**src/rtl/seg16_scan_decoder.sv**
```systemverilog
// Readback decoder for the scanned 16-segment display bus: waits for each strobed
// digit's pattern to settle, maps it back to ASCII and reports per-digit changes.
module seg16_scan_decoder #(
  parameter int NUM_DIGITS    = 8,
  parameter int STABLE_CYCLES = 4,
  localparam int DW = (NUM_DIGITS > 1) ? $clog2(NUM_DIGITS) : 1
) (
  input  logic                  clk,
  input  logic                  reset,
  input  logic [15:0]           seg_n,
  input  logic [NUM_DIGITS-1:0] digit_sel,
  output logic                  out_valid,
  input  logic                  out_ready,
  output logic [7:0]            out_char,
  output logic [DW-1:0]         out_digit,
  output logic                  out_unknown
);

  localparam logic [7:0] STABLE = 8'(STABLE_CYCLES);

  typedef enum logic [1:0] {IDLE, TRACK, EMIT, DONE} state_t;

  state_t                state, state_n;
  logic [NUM_DIGITS-1:0] samp_sel, track_sel, cur_sel;
  logic [15:0]           samp_seg, track_seg, cur_seg;
  logic [7:0]            cnt;
  logic [7:0]            last_char [NUM_DIGITS];
  logic [NUM_DIGITS-1:0] seen;
  logic [DW-1:0]         track_idx;
  logic [8:0]            dec;
  logic                  samp_onehot, stable_now, changed, new_char;
  logic                  decide, load_out, accept;

  // Table is keyed on the lit-segment mask (bit set = segment on), bit 15..0 = a1..m.
  // Duplicate shapes ("O", ":", "\") are left out so they resolve to "0", "I", ">".
  function automatic logic [8:0] decode16(input logic [15:0] segn);
    logic [15:0] lit;
    lit = ~segn;
    case (lit)
      16'h0000: decode16 = {1'b0, 8'h20};
      16'hFF00: decode16 = {1'b0, 8'h30};
      16'h3008: decode16 = {1'b0, 8'h31};
      16'hEEC0: decode16 = {1'b0, 8'h32};
      16'hFC40: decode16 = {1'b0, 8'h33};
      16'h31C0: decode16 = {1'b0, 8'h34};
      16'hDDC0: decode16 = {1'b0, 8'h35};
      16'hDFC0: decode16 = {1'b0, 8'h36};
      16'hF000: decode16 = {1'b0, 8'h37};
      16'hFFC0: decode16 = {1'b0, 8'h38};
      16'hFDC0: decode16 = {1'b0, 8'h39};
      16'h0014: decode16 = {1'b0, 8'h3B};
      16'h0009: decode16 = {1'b0, 8'h3C};
      16'h0CC0: decode16 = {1'b0, 8'h3D};
      16'h0021: decode16 = {1'b0, 8'h3E};
      16'hE042: decode16 = {1'b0, 8'h3F};
      16'hEF50: decode16 = {1'b0, 8'h40};
      16'hF3C0: decode16 = {1'b0, 8'h41};
      16'hFC52: decode16 = {1'b0, 8'h42};
      16'hCF00: decode16 = {1'b0, 8'h43};
      16'hFC12: decode16 = {1'b0, 8'h44};
      16'hCF80: decode16 = {1'b0, 8'h45};
      16'hC380: decode16 = {1'b0, 8'h46};
      16'hDF40: decode16 = {1'b0, 8'h47};
      16'h33C0: decode16 = {1'b0, 8'h48};
      16'h0012: decode16 = {1'b0, 8'h49};
      16'h3E00: decode16 = {1'b0, 8'h4A};
      16'h0389: decode16 = {1'b0, 8'h4B};
      16'h0F00: decode16 = {1'b0, 8'h4C};
      16'h3328: decode16 = {1'b0, 8'h4D};
      16'h3321: decode16 = {1'b0, 8'h4E};
      16'hE3C0: decode16 = {1'b0, 8'h50};
      16'hFF01: decode16 = {1'b0, 8'h51};
      16'hE3C1: decode16 = {1'b0, 8'h52};
      16'hDC60: decode16 = {1'b0, 8'h53};
      16'hC012: decode16 = {1'b0, 8'h54};
      16'h3F00: decode16 = {1'b0, 8'h55};
      16'h030C: decode16 = {1'b0, 8'h56};
      16'h3305: decode16 = {1'b0, 8'h57};
      16'h002D: decode16 = {1'b0, 8'h58};
      16'h002A: decode16 = {1'b0, 8'h59};
      16'hCC0C: decode16 = {1'b0, 8'h5A};
      16'h4412: decode16 = {1'b0, 8'h5B};
      16'h8812: decode16 = {1'b0, 8'h5D};
      16'h0005: decode16 = {1'b0, 8'h5E};
      16'h0C00: decode16 = {1'b0, 8'h5F};
      16'h0020: decode16 = {1'b0, 8'h60};
      default:  decode16 = {1'b1, 8'h00};
    endcase
  endfunction

  // The tracker keeps running in every state, including while an event waits in EMIT.
  always_ff @(posedge clk) begin
    if (reset) begin
      samp_sel  <= '0;
      samp_seg  <= '0;
      track_sel <= '0;
      track_seg <= '0;
      cnt       <= '0;
    end else begin
      samp_sel  <= digit_sel;
      samp_seg  <= seg_n;
      track_sel <= samp_sel;
      track_seg <= samp_seg;
      if ({samp_sel, samp_seg} != {track_sel, track_seg}) cnt <= 8'd1;
      else if (cnt != STABLE) cnt <= cnt + 8'd1;
    end
  end

  always_comb begin
    track_idx = '0;
    for (int i = 0; i < NUM_DIGITS; i++)
      if (track_sel[i]) track_idx = DW'(i);
  end

  assign dec         = decode16(track_seg);
  assign samp_onehot = $onehot(samp_sel);
  assign stable_now  = (cnt == STABLE) && $onehot(track_sel);
  assign changed     = {samp_sel, samp_seg} != {cur_sel, cur_seg};
  assign new_char    = !seen[track_idx] || (last_char[track_idx] != dec[7:0]);
  assign out_valid   = (state == EMIT);

  always_ff @(posedge clk) begin
    if (reset) state <= IDLE;
    else       state <= state_n;
  end

  always_comb begin
    state_n  = state;
    decide   = 1'b0;
    load_out = 1'b0;
    accept   = 1'b0;
    case (state)
      IDLE:  if (samp_onehot) state_n = TRACK;
      TRACK: begin
        if (!samp_onehot) state_n = IDLE;
        else if (stable_now) begin
          decide   = 1'b1;
          load_out = new_char;
          state_n  = new_char ? EMIT : DONE;
        end
      end
      EMIT: begin
        if (out_ready) begin
          accept  = 1'b1;
          state_n = DONE;
        end
      end
      DONE: begin
        if (!samp_onehot) state_n = IDLE;
        else if (changed) state_n = TRACK;
      end
      default: state_n = IDLE;
    endcase
  end

  // cur_* remembers the last decoded input so DONE can spot changes made while EMIT stalled.
  always_ff @(posedge clk) begin
    if (reset) begin
      out_char    <= 8'h00;
      out_digit   <= '0;
      out_unknown <= 1'b0;
      cur_sel     <= '0;
      cur_seg     <= '0;
      seen        <= '0;
      for (int i = 0; i < NUM_DIGITS; i++) last_char[i] <= 8'h00;
    end else begin
      if (decide) begin
        cur_sel <= track_sel;
        cur_seg <= track_seg;
      end
      if (load_out) begin
        out_char    <= dec[7:0];
        out_digit   <= track_idx;
        out_unknown <= dec[8];
      end
      if (accept) begin
        last_char[out_digit] <= out_char;
        seen[out_digit]      <= 1'b1;
      end
    end
  end

endmodule

```
**config.mk**
```make
export PLATFORM = sky130hd
export DESIGN_NAME = seg16_scan_decoder
export DESIGN_NICKNAME = d
export VERILOG_FILES = /design/src/rtl/seg16_scan_decoder.sv
export SDC_FILE = /design/constraint.sdc
export NUM_CORES = 1
export LEC_CHECK = 0
export CORE_MARGIN = 2
export CORE_UTILIZATION = 45
export CTS_CLUSTER_DIAMETER = 200
export CTS_CLUSTER_SIZE = 28
export DETAILED_ROUTE_END_ITERATION = 8
export GPL_TIMING_DRIVEN = 0
export HOLD_SLACK_MARGIN = 0.05
export SLEW_MARGIN = 30
export SYNTH_ARGS = -nofsm -noshare
export SYNTH_HDL_FRONTEND = slang
export SYNTH_SLANG_ARGS = --single-unit
```
**constraint.sdc**
```tcl
create_clock -name clk -period 5.9 [get_ports clk]
set_input_delay 0.885 -clock clk [delete_from_list [all_inputs] [get_ports clk]]
set_output_delay 0.885 -clock clk [all_outputs]
set_load 0.005 [all_outputs]
```
-- Word level (Yosys, flattened, before mapping)
Memory sizes are Yosys's and may differ from the RTL's.
Cells that the tools add are included.
W data, S select, Z words.
- output and inout port bits: 13
- memories kept: 1
- logic and storage cells: 142
- RAM bits: 64
- register bits: 102
- bits of input ports: 27
- magnitude comparators: 3
- mux-type cells: 38
- bitwise logic cells: 2
- add/sub/neg operators: 15
- eq/ne operators: 60
- reductions and logical operators: 10
- memory list (memory ; words ; bits a word ; rd ports ; clocked after memory_dff ; write ports ; RTL line ; source):
    last_char ; 8 ; 8 ; 1 ; 0 ; 8 ; 27 ; logic [7:0] last_char [NUM_DIGITS];
- operator list (operator ; count):
    $pmux W9 S47 ; 1
    $eq A16 B16 Y1 const B ; 24
    $eq A16 B14 Y1 const B ; 8
    $eq A16 B6 Y1 const B ; 4
    $eq A16 B12 Y1 const B ; 3
    $ne A24 B24 Y1 ; 2
    $eq A16 B10 Y1 const B ; 2
    $eq A16 B5 Y1 const B ; 2
    $mux W3 ; 7
    $mux W1 ; 20
    $add A1 B1 Y2 ; 8
    $eq A16 B15 Y1 const B ; 1
    $eq A16 B3 Y1 const B ; 1
    $eq A16 B4 Y1 const B ; 1
    $logic_not A16 Y1 ; 1
    $not A16 Y16 ; 1
    $add A2 B2 Y3 ; 4
    $mux W2 ; 6
    $add A3 B3 Y4 ; 2
    $add A8 B1 Y8 const B ; 1
    $eq A4 B1 Y1 const B ; 2
    $eq A8 B3 Y1 const B ; 1
    $lt A3 B4 Y1 const B ; 2
    $mux W8 ; 1
    20 further kinds ; 23

-- Logic depth before layout (Yosys ltp)
Gate-level depths: netlist of the first run.
- word-level depth: 15
- depth in mapped cells: 16
- gate-level depth less buffers: 16

-- Worst setup path after synthesis of the first run
No wires, ideal clock.
- kind: register -> register
- start: reg track_sel[0]
- end: reg out_char[2]
- buffers on the path: 1
- period minus slack after synthesis: 3.784 ns
- arrival: 3.662 ns
- setup time: 0.121 ns
- stages on the path, launching flop included: 16
- slack: 2.116 ns
- data required time: 5.779 ns
- cell sequence: dfxtp_1 fa_1 inv_1 fa_1 fa_1 inv_1 ha_1 inv_1 fa_1 nor2_1 a31oi_1 nor3_1 and3_1 o41a_1 buf_6 mux2_4
- cells in the longest elaborated chain, start to end: 8
- ends and longest elaborated chain (element ; RTL line ; source):
    start: declaration ; 24 ; logic [NUM_DIGITS-1:0] samp_sel, track_sel, cur_sel;
    start signal: assignment ; 102 ; track_sel <= samp_sel;
    $add A1 B1 Y2 (implied by the code) ; 117 ; assign stable_now = (cnt == STABLE) && $onehot(track_sel);
    $add A2 B2 Y3 (implied by the code) ; 117 ;
    $add A3 B3 Y4 (implied by the code) ; 117 ;
    $eq A4 B1 Y1 ; 117 ;
    $logic_and A1 B1 Y1 ; 117 ;
    $mux W1 ; 136 ; else if (stable_now) begin
    $mux W1 ; 135 ; if (!samp_onehot) state_n = IDLE;
    $mux W1 ; 132 ; case (state)
    end signal: assignment ; 172 ; out_char <= dec[7:0];
    end: declaration ; 14 ; output logic [7:0] out_char,
No other way between the ends.
A chain may end at the register's enable or synchronous reset.

-- Worst setup path in the final report of the first run
- start: reg track_sel[6]
- end: reg cur_sel[7]
- cells in the longest elaborated chain, start to end: 8
- ends and longest elaborated chain (element ; RTL line ; source):
    $add A1 B1 Y2 (implied by the code) ; 117 ;
    $add A2 B2 Y3 (implied by the code) ; 117 ;
    $add A3 B3 Y4 (implied by the code) ; 117 ;
    $eq A4 B1 Y1 ; 117 ;
    $logic_and A1 B1 Y1 ; 117 ;
    $mux W1 ; 136 ;
    $mux W1 ; 135 ;
    $mux W1 ; 132 ;
    end signal: assignment ; 168 ; cur_sel <= track_sel;
    end: declaration ; 24 ;
No other way between the ends.

==> results of run 1 <==
## final timing paths
| check | from | to | slack (ps) | depth (start not counted) |
|---|---|---|---|---|
| worst min-delay path | seen[3]$_SDFFE_PP0P_ | seen[3]$_SDFFE_PP0P_ | 450 | 1 |
| worst max register to register | track_sel[6]$_SDFF_PP0_ | cur_sel[7]$_SDFFE_PP0P_ | 1280 | 16 |
| worst min register to register | seen[3]$_SDFFE_PP0P_ | seen[3]$_SDFFE_PP0P_ | 450 | 1 |
| worst max-delay path | track_sel[6]$_SDFF_PP0_ | cur_sel[7]$_SDFFE_PP0P_ | 1280 | 16 |
## layer usage
metal  share of wire  global-route usage
met5               0                   0
met4           0.027             0.08400
met1            0.48              0.3340
met3           0.050             0.05076
met2            0.44              0.3604
## stage by stage
step	setup slack, ps	std cells
floorplan	2116	859
global placement	1364	1126
detailed placement	1331	1127
CTS	1314	1159
global route	880.3	1159
finish	1276	1159
## cells by family after synthesis
| group | Yosys count | share of synthesized area |
|---|---|---|
| simple gates | 403 | 0.2821 |
| compound gates | 115 | 0.08529 |
| mux | 30 | 0.04150 |
| buf+inv | 76 | 0.04211 |
| flops | 157 | 0.4516 |
| fa+ha+maj | 16 | 0.03174 |
| xor+xnor | 61 | 0.06515 |
| other cells | 1 | 0.0004573 |
## final cells by class
class	instances	area (um^2)
Fill cell	1687	8428
Multi-Input combinational cell	626	4161
Sequential cell	157	3704
Clock buffer	20	467.9
Timing Repair Buffer	39	387.9
Tap cell	229	286.5
Buffer	53	259.0
Clock inverter	12	121.4
Inverter	23	86.33
## cells in the final DEF (no fill, tap or decap), types with 16 or more instances in the layout
master and instances:
xnor2_1 24, nand3_1 16, dfxtp_1 101, a21oi_1 46, nand2_1 81, inv_1 22
clkbuf_1 32, nor2b_1 54, clkbuf_16 18, xor2_1 37, and2_1 56, nor2_1 53
edfxtp_1 56, mux2i_1 22, nand4_1 16, clkdlybuf4s50_1 38, nor4_1 39
## state kept, by name, indices dropped and copies added, names as in the netlist, named ones only
signal and flops:
last_char 56, cur_seg 16, samp_seg 16, track_seg 16, cnt 8, cur_sel 8, samp_sel 8, seen 8
track_sel 8, out_char 7, out_digit 3, out_unknown 1, state 1
## where the power goes
part / internal (mW) / total (mW) / switching [mW]
sequential: 1.16 / 1.18 / 0.0271
clock: 0.628 / 1.10 / 0.476
combinational: 0.103 / 0.246 / 0.143
==> flow_metrics.tcl, run 1 <==
set metrics [dict create \
    dp_hpwl_mm 16.71 \
    worst_clock_skew_ps 10.66 \
    port_buffers 38 \
    outcome "completed" \
    ir_worst_vdd_mv 0.2170 \
    cts-buffers-inserted 17 \
    crit_chain "clkbuf_1 -> inv_1 -> fa_1 -> fa_1 -> inv_1 -> ha_1 -> inv_1 -> fa_1 -> nor2_1 -> a31oi_1 -> nor3_1 -> and3_1 -> clkbuf_1 -> clkbuf_1 -> nand2_1 -> a21oi_1" \
    syn_nets 902 \
    antenna_found_initial 0 \
    clk_latency_ps 430 \
    hp-class "register to register" \
    cts_hold_buffers 0 \
    ios 40 \
    synth_ff_type "dfxtp_1" \
    setup_violations 0 \
    cp-end-kind "register" \
    synth_cell_types 71 \
    drive_gt1_frac 0.08387 \
    drtPass1Iterations 7 \
    fin_area_um2 9474 \
    max_freq_ghz 0.2162 \
    die_w_um 139.0 \
    grt_setup_unrepaired "false" \
    ys_ff_latch 157 \
    netlist_instances 859 \
    dpl_cell_area_um2 8880 \
    clkSinkCount 157 \
    slowest_delay_ps 570 \
    yosysWarnings 0 \
    start_util 0.4581 \
    drc 0 \
    row_count 49 \
    via_per_inst 5.645 \
    period_share 0.7838 \
    die_height_um 139.0 \
    p_leak_nw 3.538 \
    tns_ps 0 \
    post_cts_resized 0 \
    post-cts-setup-buffer-count 0 \
    synth_top_area_share 0.2466 \
    grt_max_degree 17 \
    wl_per_cell_um 19.18 \
    h-tree-depth 4 \
    critPathBufInv 6 \
    via_count 6543 \
    grt_pass1_wl_mm 35.53 \
    whs_ps 451.5 \
    path_max_fanout 10 \
    critPathKind "register to register" \
    cts_tree "done" \
    synth.avg_cell_area_um2 9.546 \
    synth_edf_count 56 \
    worstPathArrival_ps 4970 \
    power_mw 2.533 \
    cp_top_family "buffers and inverters" \
    first_global_vias 6321 \
    yosysTopAreaCell "dfxtp_1" \
    drt-initial-drc-count 362 \
    core_um2 17900 \
    drt.antenna.violating_nets 0 \
    synth.area.top_cells "dfxtp_1 25%, edfxtp_1 21%, and2_1 4.3%" \
    final_max_slew_viol_count 0 \
    ys_seq_area_frac 0.4516 \
    place_congestion 0.9070 \
    cts_max_path_buffers 2 \
    dieArea_um2 19320 \
    syn2layout_area_growth_pct 15.53 \
    critPathLaunchType "register" \
    finalNetCount 960 \
    grt-ovfl-total 0 \
    post-route-util 0.5292 \
    required_ps 6250 \
    root_buffer "clkbuf_16" \
    grt_usage 0.2367 \
    post-route-min-period_ps 4624 \
    netlist_area_um2 8200 \
    relSlewSlack 0.3837 \
    path_clk_slew_ps 60 \
    synth_common_cells "101 x dfxtp_1, 81 x nand2_1, 56 x and2_1, 56 x edfxtp_1, 54 x nor2b_1" \
    antennaDiodeCount 0 \
    synth.most_common_cell "dfxtp_1" \
    hold_violations 0 \
    slowest_stage "fa_1" \
    p_per_area_nw_per_um2 267.4 \
    tightest_slew_ps 918.3 \
    drv_cap 0 \
    drt_wl_total_mm 22.23 \
    async_flop_share 0 \
]
No activity file was read; power rests on OpenSTA's default activity.
==> run 2: changes to the inputs <==
==> constraint.sdc (replaced) <==
create_clock -name clk -period 4.2 [get_ports clk]
set_input_delay 0.63 -clock clk [delete_from_list [all_inputs] [get_ports clk]]
set_output_delay 0.63 -clock clk [all_outputs]
set_load 0.005 [all_outputs]
==> run 2 against run 1 <==
Net effect: power grew 41%; worst setup slack lost 1000 ps; register-to-register slack lost 1000 ps; routed wire length grew 0.41%; critical path depth shrank 3; via count grew 0.31%; clock power grew 41%; sequential share of layout area shrank 0.17 points; die area is the same; largest cell class unchanged; maximum frequency grew 17%; combinational power grew 43%.
==> flow_metrics.tcl, run 2 (synthesis gave the netlist of run 1 again) <==
set metrics [dict create \
    outcome "completed" \
    clk_latency_ps 430 \
    wl_per_cell_um 19.21 \
    grt_max_degree 17 \
    hp-class "register to register" \
    row_count 49 \
    cts_max_path_buffers 2 \
    cp-end-kind "register" \
    drc 0 \
    via_per_inst 5.648 \
    tightest_slew_ps 927.0 \
    grt_pass1_wl_mm 35.54 \
    drv_cap 0 \
    die_w_um 139.0 \
    grt-ovfl-total 0 \
    port_buffers 38 \
    tns_ps 0 \
    grt_setup_unrepaired "false" \
    cts-buffers-inserted 17 \
    drt_wl_total_mm 22.32 \
    p_leak_nw 3.580 \
    maxUsedRoutingLayer "met4" \
    die_height_um 139.0 \
    path_clk_slew_ps 70 \
    nFillCells 1684 \
    first_global_vias 6324 \
    final_max_slew_viol_count 0 \
    root_buffer "clkbuf_16" \
    core_um2 17900 \
    post-route-min-period_ps 3957 \
    grt_usage 0.2368 \
    critPathKind "register to register" \
    place_congestion 0.9070 \
    met3_length_mm 1.218 \
    timing.rr.start "samp_sel[0]$_SDFF_PP0_" \
    dieArea_um2 19320 \
    p_per_area_nw_per_um2 374.8 \
    path_max_fanout 9 \
    syn2layout_area_growth_pct 16.11 \
    ir_worst_vdd_mv 0.3044 \
    finalNetCount 963 \
    worstPathArrival_ps 4270 \
    crit_start "samp_sel[0]$_SDFF_PP0_" \
    drt-initial-drc-count 366 \
    critPathLaunchType "register" \
    dp_hpwl_mm 16.71 \
    largest_reg_flops 56 \
    drive_gt1_frac 0.09861 \
    clkSinkCount 157 \
    cts_tree "done" \
    start_util 0.4581 \
    dpl_cell_area_um2 8880 \
    holdCritStartpoint "seen[3]$_SDFFE_PP0P_" \
    fin_area_um2 9522 \
    regMostFlops "last_char" \
    m1WireLength_mm 10.65 \
    period_share 0.9420 \
    worst_clock_skew_ps 11.38 \
    max_freq_ghz 0.2527 \
    setup_violations 0 \
    required_ps 4520 \
    antennaDiodeCount 0 \
    ios 40 \
    hold_violations 0 \
    h-tree-depth 4 \
    final_common_cell "dfxtp_1" \
    relSlewSlack 0.3779 \
    via_count 6563 \
    antenna_found_initial 0 \
    drt.antenna.violating_nets 0 \
    final_cell_mix "99 x dfxtp_1, 81 x nand2_1, 56 x and2_1, 56 x edfxtp_1, 54 x nor2b_1" \
    drtPass1Iterations 5 \
    wl_met2_mm 9.964 \
    cts_hold_buffers 0 \
]
run 2: cell types whose count changed in the layout (fill, tap and decap cells not counted), sizes merged:
cell,before,now
buf,22,29
clkbuf,52,48
run 2: repair_timing:
item	4_1_cts	5_1_grt
resized for setup	4	11
buffers inserted	0	5
setup endpoints to repair	31	37
endpoints found under the hold margin	0	0
pin swaps	0	2
run 2: per-layer routing:
layer / global-route usage / vias to the layer above
met3: 0.05076 / 33
li1: - / 3165
met4: 0.08400 / 0
met2: 0.3604 / 201
met1: 0.3344 / 3164
met5: 0 / -
run 2: where the power goes:
part / switching [mW] / leakage [nW] / internal (mW) / total [mW]
clock network: 0.670 / 0.290 / 0.882 / 1.55
registers: 0.0389 / 1.36 / 1.62 / 1.66
logic: 0.202 / 1.93 / 0.151 / 0.353
total: 0.911 / 3.58 / 2.66 / 3.57
run 2: final cells by class:
class | instances | area, um^2 | share of cell area
Multi-Input combinational cell | 626 | 4168 | 0.4377
Sequential cell | 157 | 3706 | 0.3892
Clock buffer | 20 | 467.9 | 0.04915
Timing Repair Buffer | 44 | 425.4 | 0.04468
Tap cell | 229 | 286.5 | 0.03009
Buffer | 51 | 260.3 | 0.02733
Clock inverter | 12 | 121.4 | 0.01275
Inverter | 23 | 86.33 | 0.009067
run 2: stage by stage:
step | hold slack, ps | util | setup WS, ps | power, mW | std cells
finish | 451.2 | 0.5319 | 243.5 | 3.568 | 1162
global route | 467.3 | 0.5319 | 12.13 | 3.695 | 1162
CTS | 454.7 | 0.5292 | 14.94 | 3.572 | 1159
detailed placement | 438.5 | 0.4960 | -369.3 | 2.040 | 1127
global placement | 433.2 | 0.4953 | -335.7 | 2.035 | 1126
floorplan | 425.8 | - | 416.3 | 1.914 | 859
run 2: worst paths after layout:
path                               to  slack [ps]  cells past startpoint
min              seen[3]$_SDFFE_PP0P_         450                      1
max reg2reg  out_unknown$_SDFFE_PP0P_         240                     13
max          out_unknown$_SDFFE_PP0P_         240                     13
min reg2reg      seen[3]$_SDFFE_PP0P_         450                      1
run 2: critical path, cell delays in order, from the launching register on:
cell	delay (ps)
dfxtp_1	370
fa_1	550
inv_1	50
fa_1	450
fa_1	500
inv_1	40
ha_1	200
fa_1	380
o21ai_0	150
and3b_2	260
and3_1	200
o41a_1	210
buf_6	170
mux2_4	300
